==> config.mk <==
export PLATFORM = sky130hd
export DESIGN_NAME = tnoc_flit_route_selector_flat
export DESIGN_NICKNAME = d
export VERILOG_FILES = /design/src/rtl/tnoc_flit_route_selector_pkg.sv /design/src/rtl/tnoc_flit_if.sv /design/src/rtl/tnoc_flit_route_selector_route_table.sv /design/src/rtl/tnoc_flit_route_selector.sv /design/src/flat_wrapper.sv
export SDC_FILE = /design/constraint.sdc
export NUM_CORES = 1
export LEC_CHECK = 0
export BUFFER_PORTS_ARGS = -buffer_cell sky130_fd_sc_hd__buf_2
export CORE_MARGIN = 2
export CORE_UTILIZATION = 42
export CTS_CLUSTER_SIZE = 10
export DETAILED_ROUTE_END_ITERATION = 6
export GPL_TIMING_DRIVEN = 0
export HOLD_SLACK_MARGIN = 0.1
export PLACE_DENSITY = 0.82
export SLEW_MARGIN = 30
export SYNTH_ARGS = -nofsm -noshare
export SYNTH_HDL_FRONTEND = slang
export SYNTH_SLANG_ARGS = --single-unit
==> constraint.sdc <==
create_clock -name i_clk -period 2.2 [get_ports i_clk]
set_clock_uncertainty 0.15 [all_clocks]
set_input_delay 0.22 -clock i_clk [delete_from_list [all_inputs] [get_ports i_clk]]
set_output_delay 0.22 -clock i_clk [all_outputs]
set_load 0.005 [all_outputs]
==> src/rtl/tnoc_flit_route_selector_pkg.sv <==
// Shared types for the flit route selector: NoC config, flit/header layout, route encoding.
// Latency: n/a (types and helpers only).
// Backpressure: n/a.
package tnoc_flit_route_selector_pkg;

  localparam int TNOC_ID_WIDTH   = 8;
  localparam int TNOC_DATA_WIDTH = 32;

  // NoC configuration; only the VC count matters to the route selector.
  typedef struct packed {
    int virtual_channels;
  } tnoc_config;

  localparam tnoc_config TNOC_DEFAULT_CONFIG = '{virtual_channels: 2};

  typedef struct packed {
    logic [TNOC_ID_WIDTH-1:0] destination_id;
    logic [TNOC_ID_WIDTH-1:0] source_id;
  } tnoc_header;

  typedef struct packed {
    logic                       head;
    logic                       tail;
    tnoc_header                 header;
    logic [TNOC_DATA_WIDTH-1:0] data;
  } tnoc_flit;

  // Two demux outputs: local ejection and forward.
  localparam int TNOC_ROUTE_ENTRIES = 2;
  typedef logic [TNOC_ROUTE_ENTRIES-1:0] tnoc_route_index;

  localparam logic ROUTE_LOCAL   = 1'b0;
  localparam logic ROUTE_FORWARD = 1'b1;

  // Binary route number to one-hot demux select.
  function automatic tnoc_route_index route_onehot(input logic route);
    tnoc_route_index sel;
    sel        = '0;
    sel[route] = 1'b1;
    return sel;
  endfunction

endpackage

==> src/rtl/tnoc_flit_if.sv <==
// Flit stream interface: per-VC valid/ready/vc_available plus one shared flit bus.
// Latency: n/a (wiring only).
// Backpressure: ready per VC from target; vc_available flows target -> initiator.
interface tnoc_flit_if
  import tnoc_flit_route_selector_pkg::*;
#(
  parameter int CHANNELS = 2
);
  logic [CHANNELS-1:0] valid;
  logic [CHANNELS-1:0] ready;
  logic [CHANNELS-1:0] vc_available;
  tnoc_flit            flit;

  modport initiator (output valid, input ready, output flit, input vc_available);
  modport target    (input valid, output ready, input flit, output vc_available);
endinterface

==> src/rtl/tnoc_flit_route_selector_route_table.sv <==
// Per-VC packet route memory: latches route on head, holds it through tail.
// Latency: lookup is combinational; update takes effect the cycle after acceptance.
// Backpressure: none; caller qualifies i_update with its own handshake.
module tnoc_route_table
  import tnoc_flit_route_selector_pkg::*;
#(
  parameter int CHANNELS = 2
)(
  input  logic                i_clk,
  input  logic                i_rst_n,
  input  logic                i_update,
  input  logic [CHANNELS-1:0] i_vc,
  input  logic                i_head,
  input  logic                i_tail,
  input  logic                i_head_route,
  output logic                o_route,
  output logic                o_miss
);

  logic [CHANNELS-1:0] r_open;
  logic [CHANNELS-1:0] r_route;
  logic                w_open;
  logic                w_route;

  // i_vc is one-hot, so an OR-reduce picks the addressed VC's entry.
  assign w_open  = |(r_open & i_vc);
  assign w_route = |(r_route & i_vc);

  // Route for the presented flit: heads decode fresh, bodies reuse the table,
  // orphan bodies fall back to local ejection and report a miss.
  always_comb begin
    o_route = ROUTE_LOCAL;
    o_miss  = 1'b0;
    if (i_head) begin
      o_route = i_head_route;
    end else if (w_open) begin
      o_route = w_route;
    end else begin
      o_miss = 1'b1;
    end
  end

  // Open on head (unless it is also the tail), close on tail; a head on an
  // already-open VC simply overwrites the stale route.
  always_ff @(posedge i_clk) begin
    if (!i_rst_n) begin
      r_open  <= '0;
      r_route <= '0;
    end else if (i_update) begin
      for (int c = 0; c < CHANNELS; c++) begin
        if (i_vc[c]) begin
          if (i_head) begin
            r_route[c] <= i_head_route;
          end
          if (i_head || i_tail) begin
            r_open[c] <= i_head && !i_tail;
          end
        end
      end
    end
  end

endmodule

==> src/rtl/tnoc_flit_route_selector.sv <==
// Registered slice in front of the flit demux that produces its one-hot select per packet.
// Latency: 1 cycle accept -> output valid; sustains 1 flit/cycle.
// Backpressure: ready on all VCs = slot empty or slot draining this cycle; vc_available passes through.
module tnoc_flit_route_selector
  import tnoc_flit_route_selector_pkg::*;
#(
  parameter tnoc_config               CONFIG   = TNOC_DEFAULT_CONFIG,
  parameter int                       CHANNELS = CONFIG.virtual_channels,
  parameter int                       ENTRIES  = 2,
  parameter logic [TNOC_ID_WIDTH-1:0] LOCAL_ID = '0
)(
  input  logic               i_clk,
  input  logic               i_rst_n,
  tnoc_flit_if.target        flit_in_if,
  tnoc_flit_if.initiator     flit_out_if,
  output logic [ENTRIES-1:0] o_select,
  output logic               o_route_error
);

  if (ENTRIES != TNOC_ROUTE_ENTRIES) begin : g_entries_check
    $fatal(1, "tnoc_flit_route_selector: ENTRIES must be 2");
  end

  logic [CHANNELS-1:0] r_valid;
  tnoc_flit            r_flit;
  tnoc_route_index     r_select;
  logic                r_route_error;

  logic w_drain;
  logic w_ready;
  logic w_accept;
  logic w_head_route;
  logic w_route;
  logic w_miss;

  // Slot empties when its occupied VC is accepted downstream, which frees
  // room for a new flit in the same cycle.
  assign w_drain  = |(r_valid & flit_out_if.ready);
  assign w_ready  = (r_valid == '0) || w_drain;
  assign w_accept = w_ready && (flit_in_if.valid != '0);

  assign w_head_route = (flit_in_if.flit.header.destination_id == LOCAL_ID) ? ROUTE_LOCAL
                                                                             : ROUTE_FORWARD;

  assign flit_in_if.ready        = {CHANNELS{w_ready}};
  assign flit_in_if.vc_available = flit_out_if.vc_available;

  assign flit_out_if.valid = r_valid;
  assign flit_out_if.flit  = r_flit;
  assign o_select          = r_select;
  assign o_route_error     = r_route_error;

  tnoc_route_table #(
    .CHANNELS (CHANNELS)
  ) u_route_table (
    .i_clk        (i_clk),
    .i_rst_n      (i_rst_n),
    .i_update     (w_accept),
    .i_vc         (flit_in_if.valid),
    .i_head       (flit_in_if.flit.head),
    .i_tail       (flit_in_if.flit.tail),
    .i_head_route (w_head_route),
    .o_route      (w_route),
    .o_miss       (w_miss)
  );

  // Slot control: load on accept, go empty on a drain with no refill.
  always_ff @(posedge i_clk) begin
    if (!i_rst_n) begin
      r_valid       <= '0;
      r_select      <= route_onehot(ROUTE_LOCAL);
      r_route_error <= 1'b0;
    end else begin
      r_route_error <= w_accept && w_miss;
      if (w_accept) begin
        r_valid  <= flit_in_if.valid;
        r_select <= route_onehot(w_route);
      end else if (w_drain) begin
        r_valid <= '0;
      end
    end
  end

  // Flit payload needs no reset; it is only observed while r_valid is set.
  always_ff @(posedge i_clk) begin
    if (w_accept) begin
      r_flit <= flit_in_if.flit;
    end
  end

  a_single_valid_vc: assert property (
    @(posedge i_clk) disable iff (!i_rst_n) $onehot0(flit_in_if.valid)
  );

  a_hold_while_stalled: assert property (
    @(posedge i_clk) disable iff (!i_rst_n)
    ((r_valid != '0) && !w_drain) |=> ($stable(r_flit) && $stable(r_select))
  );

endmodule

==> src/flat_wrapper.sv <==
// flat-port wrapper written by rule: the top's interface ports become plain ports
module tnoc_flit_route_selector_flat import tnoc_flit_route_selector_pkg::*;
#(
  parameter tnoc_config               CONFIG   = TNOC_DEFAULT_CONFIG,
  parameter int                       CHANNELS = CONFIG.virtual_channels,
  parameter int                       ENTRIES  = 2,
  parameter logic [TNOC_ID_WIDTH-1:0] LOCAL_ID = '0
)
  (i_clk, i_rst_n, o_select, o_route_error, flit_in_if_valid, flit_in_if_ready, flit_in_if_flit, flit_in_if_vc_available, flit_out_if_valid, flit_out_if_ready, flit_out_if_flit, flit_out_if_vc_available);
  tnoc_flit_if #(.CHANNELS(CHANNELS)) flit_in_if_i ();
  tnoc_flit_if #(.CHANNELS(CHANNELS)) flit_out_if_i ();
  input  logic i_clk;
  input  logic i_rst_n;
  output logic [ENTRIES-1:0] o_select;
  output logic o_route_error;
  input wire logic [$bits(flit_in_if_i.valid)-1:0] flit_in_if_valid;
  output wire logic [$bits(flit_in_if_i.ready)-1:0] flit_in_if_ready;
  input wire logic [$bits(flit_in_if_i.flit)-1:0] flit_in_if_flit;
  output wire logic [$bits(flit_in_if_i.vc_available)-1:0] flit_in_if_vc_available;
  output wire logic [$bits(flit_out_if_i.valid)-1:0] flit_out_if_valid;
  input wire logic [$bits(flit_out_if_i.ready)-1:0] flit_out_if_ready;
  output wire logic [$bits(flit_out_if_i.flit)-1:0] flit_out_if_flit;
  input wire logic [$bits(flit_out_if_i.vc_available)-1:0] flit_out_if_vc_available;
  assign flit_in_if_i.valid = flit_in_if_valid;
  assign flit_in_if_ready = flit_in_if_i.ready;
  assign flit_in_if_i.flit = flit_in_if_flit;
  assign flit_in_if_vc_available = flit_in_if_i.vc_available;
  assign flit_out_if_valid = flit_out_if_i.valid;
  assign flit_out_if_i.ready = flit_out_if_ready;
  assign flit_out_if_flit = flit_out_if_i.flit;
  assign flit_out_if_i.vc_available = flit_out_if_vc_available;
  tnoc_flit_route_selector #(.CONFIG(CONFIG), .CHANNELS(CHANNELS), .ENTRIES(ENTRIES), .LOCAL_ID(LOCAL_ID)) u_core (.i_clk(i_clk), .i_rst_n(i_rst_n), .flit_in_if(flit_in_if_i), .flit_out_if(flit_out_if_i), .o_select(o_select), .o_route_error(o_route_error));
endmodule
==> results by group, run 1 <==
Outcome
  • Outcome: complete, no violations

Clock tree
  • Clock-pin transition on the worst setup and hold timing paths: 0.06 ns
  • Root Buffer Master: clkbuf_8
  • H-tree levels: 3
  • CTS tree: built
  • Inserted Clock Buffers: 9
  • Clk_lat worst skew: ~0.33 ns
  • Clock tree sinks: between 50 and 60
  • Max Buffers Root-to-Sink: 2
  • Setup bufs post-CTS: 0

Drt
  • WL final: ~5700 µm
  • Post-route ant nets: 0
  • Remaining DRCs: 0
  • Vias: about 1600
  • DRT Pass-1 Iters: 4
  • WL per Instance: approximately 17 µm
  • 1st-iter DRT viols: 131
  • Vias per cell: between 4 and 5

Job
  • Max cap viols: 0

Global route
  • Total congestion overflow: 0
  • Via count of the first global-routing pass: 1631
  • Largest net degree at the start of global routing: between 50 and 60
  • Gr usage total: a little over a fifth
  • Initial antenna violation count: 0
  • First-pass GRT wire length: about 8000 µm

Setup path
  • Worst Path Arrival: about 2.2 ns
  • Crit end category: register
  • Data required, critical path: 2.26 ns
  • Critical Path Start Type: primary input
  • Critical path class: in2reg
  • Crit-path max FO: 8

Timing
  • Final period util: between 90% and 100%
  • Final Slew Violations: 0
  • F_max: around 460 MHz
  • Min Tclk post-route: around 2.2 ns
  • Final WS setup: between 0.04 and 0.05 ns
  • Worst slew margin: between 50% and 60%
  • Fin. Hold Viols: 0
  • Setup violators final: 0
  • RSZ-0062 raised after global routing: false
  • Worst-Margin Slew: ~0.63 ns
  • Post-route setup TNS: 0 ns

Place
  • Placed Area: between 2000 and 3000 µm²
  • Port Buffers: around 110
  • Placed wire-length estimate: 3075 µm
  • Worst slack, placed: 0.1981 ns
  • Placer Congestion: between 0.8 and 0.9

Floorplanning
  • Chip height: about 72 µm
  • Die area: roughly 5200 µm²
  • Initial Util: between 40% and 50%
  • Core ar.: about 4400 µm²
  • Die Wd: approximately 72 µm
  • Number of I/O pins: around 120
  • Row cnt: 24

Synth
  • Netlist Area Pre-Place: approximately 2000 µm²
  • Number of synthesized register bits: 59
  • Register area share after synthesis: between 80% and 90%
  • Post-Synthesis Net Count: 160
  • Distinct cell type count after synthesis: 26
  • Avg Inst Size Synth: between 15 and 20 µm²
  • YS warnings: 0
  • Mapped Cells: just over 100

Cells and area
  • Area occupied by multi-input gates: roughly 240 µm²
  • Ant. Diodes: 0
  • Layout cells sized above 1: 47.57%
  • NumNets Final: 341
  • Design area: approximately 3300 µm²
  • Area grow syn2layout: 69.26%
  • Final core occ: between 70% and 80%
  • Fillers: about 270
  • Register Area: approximately 1700 µm²

Pwr
  • VDD IR max: approximately 520 µV
  • Leakage Power: between 1 and 1.5 nW
  • Cell area power density: about 770 nW/µm²
  • Power Total: 2.548 mW

Worst hold path
  • Worst Hold Class: in2reg
==> layout make-up <==
cell class,count,area share [%]
sequential,59,50.55
buffer,5,1.241
clock buffer,10,3.836
tap,52,1.956
inverter,2,0.3009
clock inverter,6,0.9778
multi-input combinational,36,7.146
timing repair buffer,170,34.00
==> metrics by stage <==
step / cells / hold WS (ns)
6_report: 340 / 0.1627
5_1_grt: 340 / 0.1912
4_1_cts: 340 / 0.1564
3_5_place_dp: 268 / 0.2482
3_3_place_gp: 268 / 0.2465
2_1_floorplan: 102 / 0.1474
==> power breakdown <==
| part | internal (mW) | switching (mW) | total [mW] |
|---|---|---|---|
| registers | 1.34 | 0.0349 | 1.38 |
| clock network | 0.396 | 0.411 | 0.807 |
| logic | 0.198 | 0.168 | 0.365 |
| total | 1.93 | 0.613 | 2.55 |
==> worst max-delay path: stages <==
cell           delay (ns)
dlygate4sd3_1        0.53
buf_2                0.17
o21ai_1              0.13
dlygate4sd3_1        0.56
a21oi_1              0.04
dlygate4sd3_1        0.56
==> timing repair <==
action / CTS / global route
gates resized for setup: 0 / 2
hold endpoints to repair: 58 / 0
setup endpoints to repair: 0 / 52
hold buffers: 56 / 0
==> metal layers <==
layer | global-route usage, % | vias up | part of all wire (%) | wire length, µm
li1 | - | 757 | - | -
met1 | 22.57 | 779 | 36 | 2071
met2 | 38.53 | 94 | 52 | 2985
met3 | 9.306 | 12 | 9.3 | 530
met4 | 9.259 | 0 | 1.9 | 111
met5 | 0 | - | 0 | 0
==> registers in the layout (all words and copies together) (netlist names) <==
| name | count |
|---|---|
| u_core.flit_out_if.flit | 50 |
| u_core.flit_out_if.valid | 2 |
| u_core.o_select | 2 |
| u_core.u_route_table.r_open | 2 |
| u_core.u_route_table.r_route | 2 |
| u_core.o_route_error | 1 |
==> cell usage after synthesis <==
master    instances  area share (%)
a211o_1           1            0.45
a21oi_1           1            0.25
a221oi_1          1            0.45
a22o_1            1            0.45
a22oi_1           1            0.38
a311oi_1          2            0.89
a31oi_1           2            0.64
and2_1            1            0.32
and2_4            1            0.45
buf_4             4             1.5
buf_6             1            0.57
dfxtp_1           9             9.2
edfxtp_1         50              76
inv_1             1            0.19
inv_2             1            0.19
mux2i_1           3             1.5
nand2_1           4            0.76
nand3_1           2            0.51
nor2_1            5            0.95
nor2b_1           2            0.64
nor4_1            3            0.95
o21ai_1           2            0.51
o22ai_1           1            0.32
o31ai_2           1            0.64
or2_1             1            0.32
or3_4             1            0.57
==> layout by cell type (no fill, tap or decap), drive strengths merged, types with 3 or more instances in the layout <==
cell type / n
buf: 119
clkbuf: 10
clkinv: 4
dfxtp: 9
dlygate4sd3: 56
edfxtp: 50
mux2i: 3
nand2: 4
nor2: 5
nor4: 3
==> cell families after synthesis <==
group / after synthesis / synth area share [%]
AO/OA/AOI/OAI: 13 / 4.965
buffers and inverters: 7 / 2.482
flip-flops: 59 / 85.55
multiplexers: 3 / 1.528
AND/OR/NAND/NOR: 20 / 5.475
==> path summary, 6_finish.rpt <==
kind         depth (start not counted)                                        to                                startpoint  slack (ns)
max                                  6  u_core.flit_out_if.valid[0]$_SDFFE_PN0P_                       flit_in_if_valid[0]        0.05
min                                  5  u_core.flit_out_if.valid[1]$_SDFFE_PN0P_                      flit_out_if_ready[0]        0.16
max reg2reg                          5  u_core.flit_out_if.valid[0]$_SDFFE_PN0P_  u_core.flit_out_if.valid[0]$_SDFFE_PN0P_        0.10
min reg2reg                          1           u_core.o_select[0]$_SDFFE_PN1P_           u_core.o_select[0]$_SDFFE_PN1P_        0.31
Note: power is estimated with default switching activity, not from simulation.
==> run 2, diff against run 1 <==
--- a/config.mk
+++ b/config.mk
@@ -13,6 +13,7 @@
 export GPL_TIMING_DRIVEN = 0
 export HOLD_SLACK_MARGIN = 0.1
 export PLACE_DENSITY = 0.82
+export RECOVER_POWER = 25
 export SLEW_MARGIN = 30
 export SYNTH_ARGS = -nofsm -noshare
 export SYNTH_HDL_FRONTEND = slang
==> run 2 against run 1 <==
- combinational power about the same
- count of clock-buffer cells in the layout unchanged
- sequential cell count unchanged
==> results by group, run 2 (synthesis results as in run 1) <==
Global route
  • Initial antenna violation count: 0 (unchanged)
  • Gr usage total: 21.80% (unchanged)
  • Largest net degree at the start of global routing: 52 (unchanged)
  • First-pass GRT wire length: 8135 µm (unchanged)
  • Total congestion overflow: 0 (unchanged)
  • Via count of the first global-routing pass: 1631 (unchanged)

Clock tree
  • Setup bufs post-CTS: 0 (unchanged)
  • H-tree levels: 3 (unchanged)
  • Max Buffers Root-to-Sink: 2 (unchanged)
  • Clock tree sinks: 59 (unchanged)
  • Clk_lat worst skew: 0.32 ns (was 0.33 ns)
  • CTS tree: built (unchanged)
  • Inserted Clock Buffers: 9 (unchanged)
  • Root Buffer Master: clkbuf_8 (unchanged)
  • Clock-pin transition on the worst setup and hold timing paths: 0.06 ns (about the same)

Floorplanning
  • Number of I/O pins: 117 (unchanged)
  • Die Wd: 72.41 µm (unchanged)
  • Row cnt: 24 (unchanged)
  • Die area: 5243 µm² (unchanged)
  • Chip height: 72.41 µm (unchanged)
  • Core ar.: 4444 µm² (unchanged)
  • Initial Util: 44.23% (unchanged)

Pwr
  • Int Power: 1.933 mW (was 1.935 mW)
  • Clk network pwr share: 31.7% (about the same)
  • Switching fraction of total power: 24.07% (was 24.06%)
  • Sw power: 0.6127 mW (was 0.6131 mW)
  • Leakage Power: 1.432 nW (was 1.446 nW)
  • Combinational share of power: 14.3% (about the same)
  • VDD IR max: 516.9 µV (was 516.7 µV)
  • Cell area power density: 766.7 nW/µm² (was 765.8 nW/µm²)
  • Part of the power in registers: 54.0% (about the same)

Timing
  • Min Tclk post-route: 2.160 ns (was 2.155 ns)
  • Hold_ws: 0.1640 ns (was 0.1627 ns)
  • Post-route setup TNS: 0 ns (unchanged)
  • Worst slew margin: 58.92% (was 57.99%)
  • Final period util: 98.18% (was 97.95%)
  • Fin. Hold Viols: 0 (unchanged)
  • F_max: 463.0 MHz (was 464.1 MHz)
  • RSZ-0062 raised after global routing: false (unchanged)
  • Final Slew Violations: 0 (unchanged)
  • Worst-Margin Slew: 0.6162 ns (was 0.6301 ns)
  • Setup violators final: 0 (unchanged)

Place
  • Placed wire-length estimate: 3075 µm (unchanged)
  • Port Buffers: 114 (unchanged)
  • Placer Congestion: 0.8257 (unchanged)

Outcome
  • Outcome: complete, no violations (unchanged)

Setup path
  • Critical R2R Capture: u_core.flit_out_if.valid[0]$_SDFFE_PN0P_ (unchanged)
  • Critical path class: in2reg (unchanged)
  • Crit end category: register (unchanged)
  • FF-to-FF Start: u_core.flit_out_if.valid[0]$_SDFFE_PN0P_ (unchanged)
  • Crit-path max FO: 8 (unchanged)
  • Critical Path Start Type: primary input (unchanged)
  • Worst Path Arrival: 2.22 ns (about the same)
  • Worst r2r path cells: 5 (unchanged)
  • Flop-to-flop setup slack: 0.11 ns (was 0.10 ns)
  • Data required, critical path: 2.26 ns (about the same)

Cells and area
  • Register Area: 1682 µm² (unchanged)
  • Fillers: 278 (was 274)
  • Layout cells sized above 1: 45.83% (was 47.57%)
  • Commonest non-fill, non-tap cells in the layout: buf_2 (109), dlygate4sd3_1 (56), edfxtp_1 (50) (was buf_2 (114), dlygate4sd3_1 (56), edfxtp_1 (50))
  • Largest register FFs: 50 (unchanged)
  • NumNets Final: 341 (unchanged)
  • Area grow syn2layout: 68.94% (was 69.26%)
  • Ant. Diodes: 0 (unchanged)
  • Commonest non-fill, non-tap cell in the layout: buf_2 (unchanged)
  • Area occupied by multi-input gates: 237.7 µm² (unchanged)

Drt
  • WL final: 5684 µm (was 5698 µm)
  • DRT Pass-1 Iters: 4 (unchanged)
  • 1st-iter DRT viols: 109 (was 131)
  • Vias per cell: 4.829 (unchanged)
  • Vias: 1642 (unchanged)
  • WL per Instance: 16.72 µm (was 16.76 µm)
  • Post-route ant nets: 0 (unchanged)
  • Remaining DRCs: 0 (unchanged)

Worst hold path
  • Hold Crit Start: flit_out_if_ready[0] (unchanged)
  • Hold Path Depth: 5 (unchanged)
  • Worst Hold Class: in2reg (unchanged)
  • WHS Endpoint: u_core.flit_out_if.valid[1]$_SDFFE_PN0P_ (unchanged)

Job
  • Max cap viols: 0 (unchanged)
[run 2: changes by cell type in the layout (fill, tap and decap cells not counted)]
| cell | delta |
|---|---|
| clkbuf_1 | +5 |
| buf_2 | -5 |
| buf_4 | -2 |
| clkbuf_4 | +2 |
[run 2: power groups by stage]
| stage | clock network (mW) | logic (mW) | registers [mW] |
|---|---|---|---|
| detailed placement | 0 | 0.277 | 1.39 |
| global placement | 0 | 0.268 | 1.39 |
| CTS | 0.812 | 0.357 | 1.37 |
| global route | 0.879 | 0.391 | 1.38 |
| finish | 0.807 | 0.364 | 1.38 |
| floorplan | 0 | 0.0875 | 1.41 |
[run 2: layout make-up]
cell class,count,share of cell area (%)
flip-flops and latches,59,50.64
plain buffers,5,1.243
clock buffers,10,3.843
inverters,2,0.3014
repair buffers,170,33.87
well taps,52,1.959
clock inverters,6,0.9797
multi-input cells,36,7.159
[run 2: worst max-delay path: stages]
cell           delay, ns
dlygate4sd3_1       0.53
buf_2               0.17
o21ai_1             0.13
dlygate4sd3_1       0.56
a21oi_1             0.04
dlygate4sd3_1       0.56
[run 2: layer usage]
layer | up-vias | track usage [%] | share of wire (%)
met5 | - | 0 | 0
met4 | 0 | 9.259 | 1.8
met3 | 10 | 9.306 | 9.3
met2 | 97 | 38.53 | 52
met1 | 778 | 22.57 | 37
li1 | 757 | - | -
[run 2: metrics by stage]
step	utilization (%)	area (µm²)	power, mW	setup WS (ns)	std cells
6_report	74.72	3321	2.546	0.04007	340
5_1_grt	74.72	3321	2.653	0.01348	340
4_1_cts	74.75	3322	2.539	0.02578	340
3_5_place_dp	58.53	2601	1.670	0.1981	268
3_3_place_gp	58.53	2601	1.657	0.2343	268
2_1_floorplan	-	1966	1.494	0.4592	102
[run 2: worst max path at each step]
| stage | startpoint | to | slack (ns) | cells after the start |
|---|---|---|---|---|
| 6_report | flit_in_if_valid[0] | u_core.flit_out_if.valid[0]$_SDFFE_PN0P_ | 0.04 | 6 |
| 3_5_place_dp | flit_out_if_ready[0] | u_core.o_select[1]$_SDFFE_PN0P_ | 0.20 | 6 |
| 3_3_place_gp | flit_out_if_ready[0] | u_core.o_select[1]$_SDFFE_PN0P_ | 0.23 | 6 |
| 2_1_floorplan | u_core.flit_out_if.valid[0]$_SDFFE_PN0P_ | u_core.o_select[1]$_SDFFE_PN0P_ | 0.46 | 5 |
| 5_1_grt | u_core.flit_out_if.valid[0]$_SDFFE_PN0P_ | u_core.flit_out_if.valid[0]$_SDFFE_PN0P_ | 0.01 | 5 |
| 4_1_cts | flit_out_if_ready[1] | u_core.o_select[1]$_SDFFE_PN0P_ | 0.03 | 7 |
[run 2: what timing repair did]
action | CTS | global route
hold buffers | 56 | 0
endpoints found under the hold margin | 58 | 0
resized for setup | 0 | 2
endpoints found under the setup margin | 0 | 52
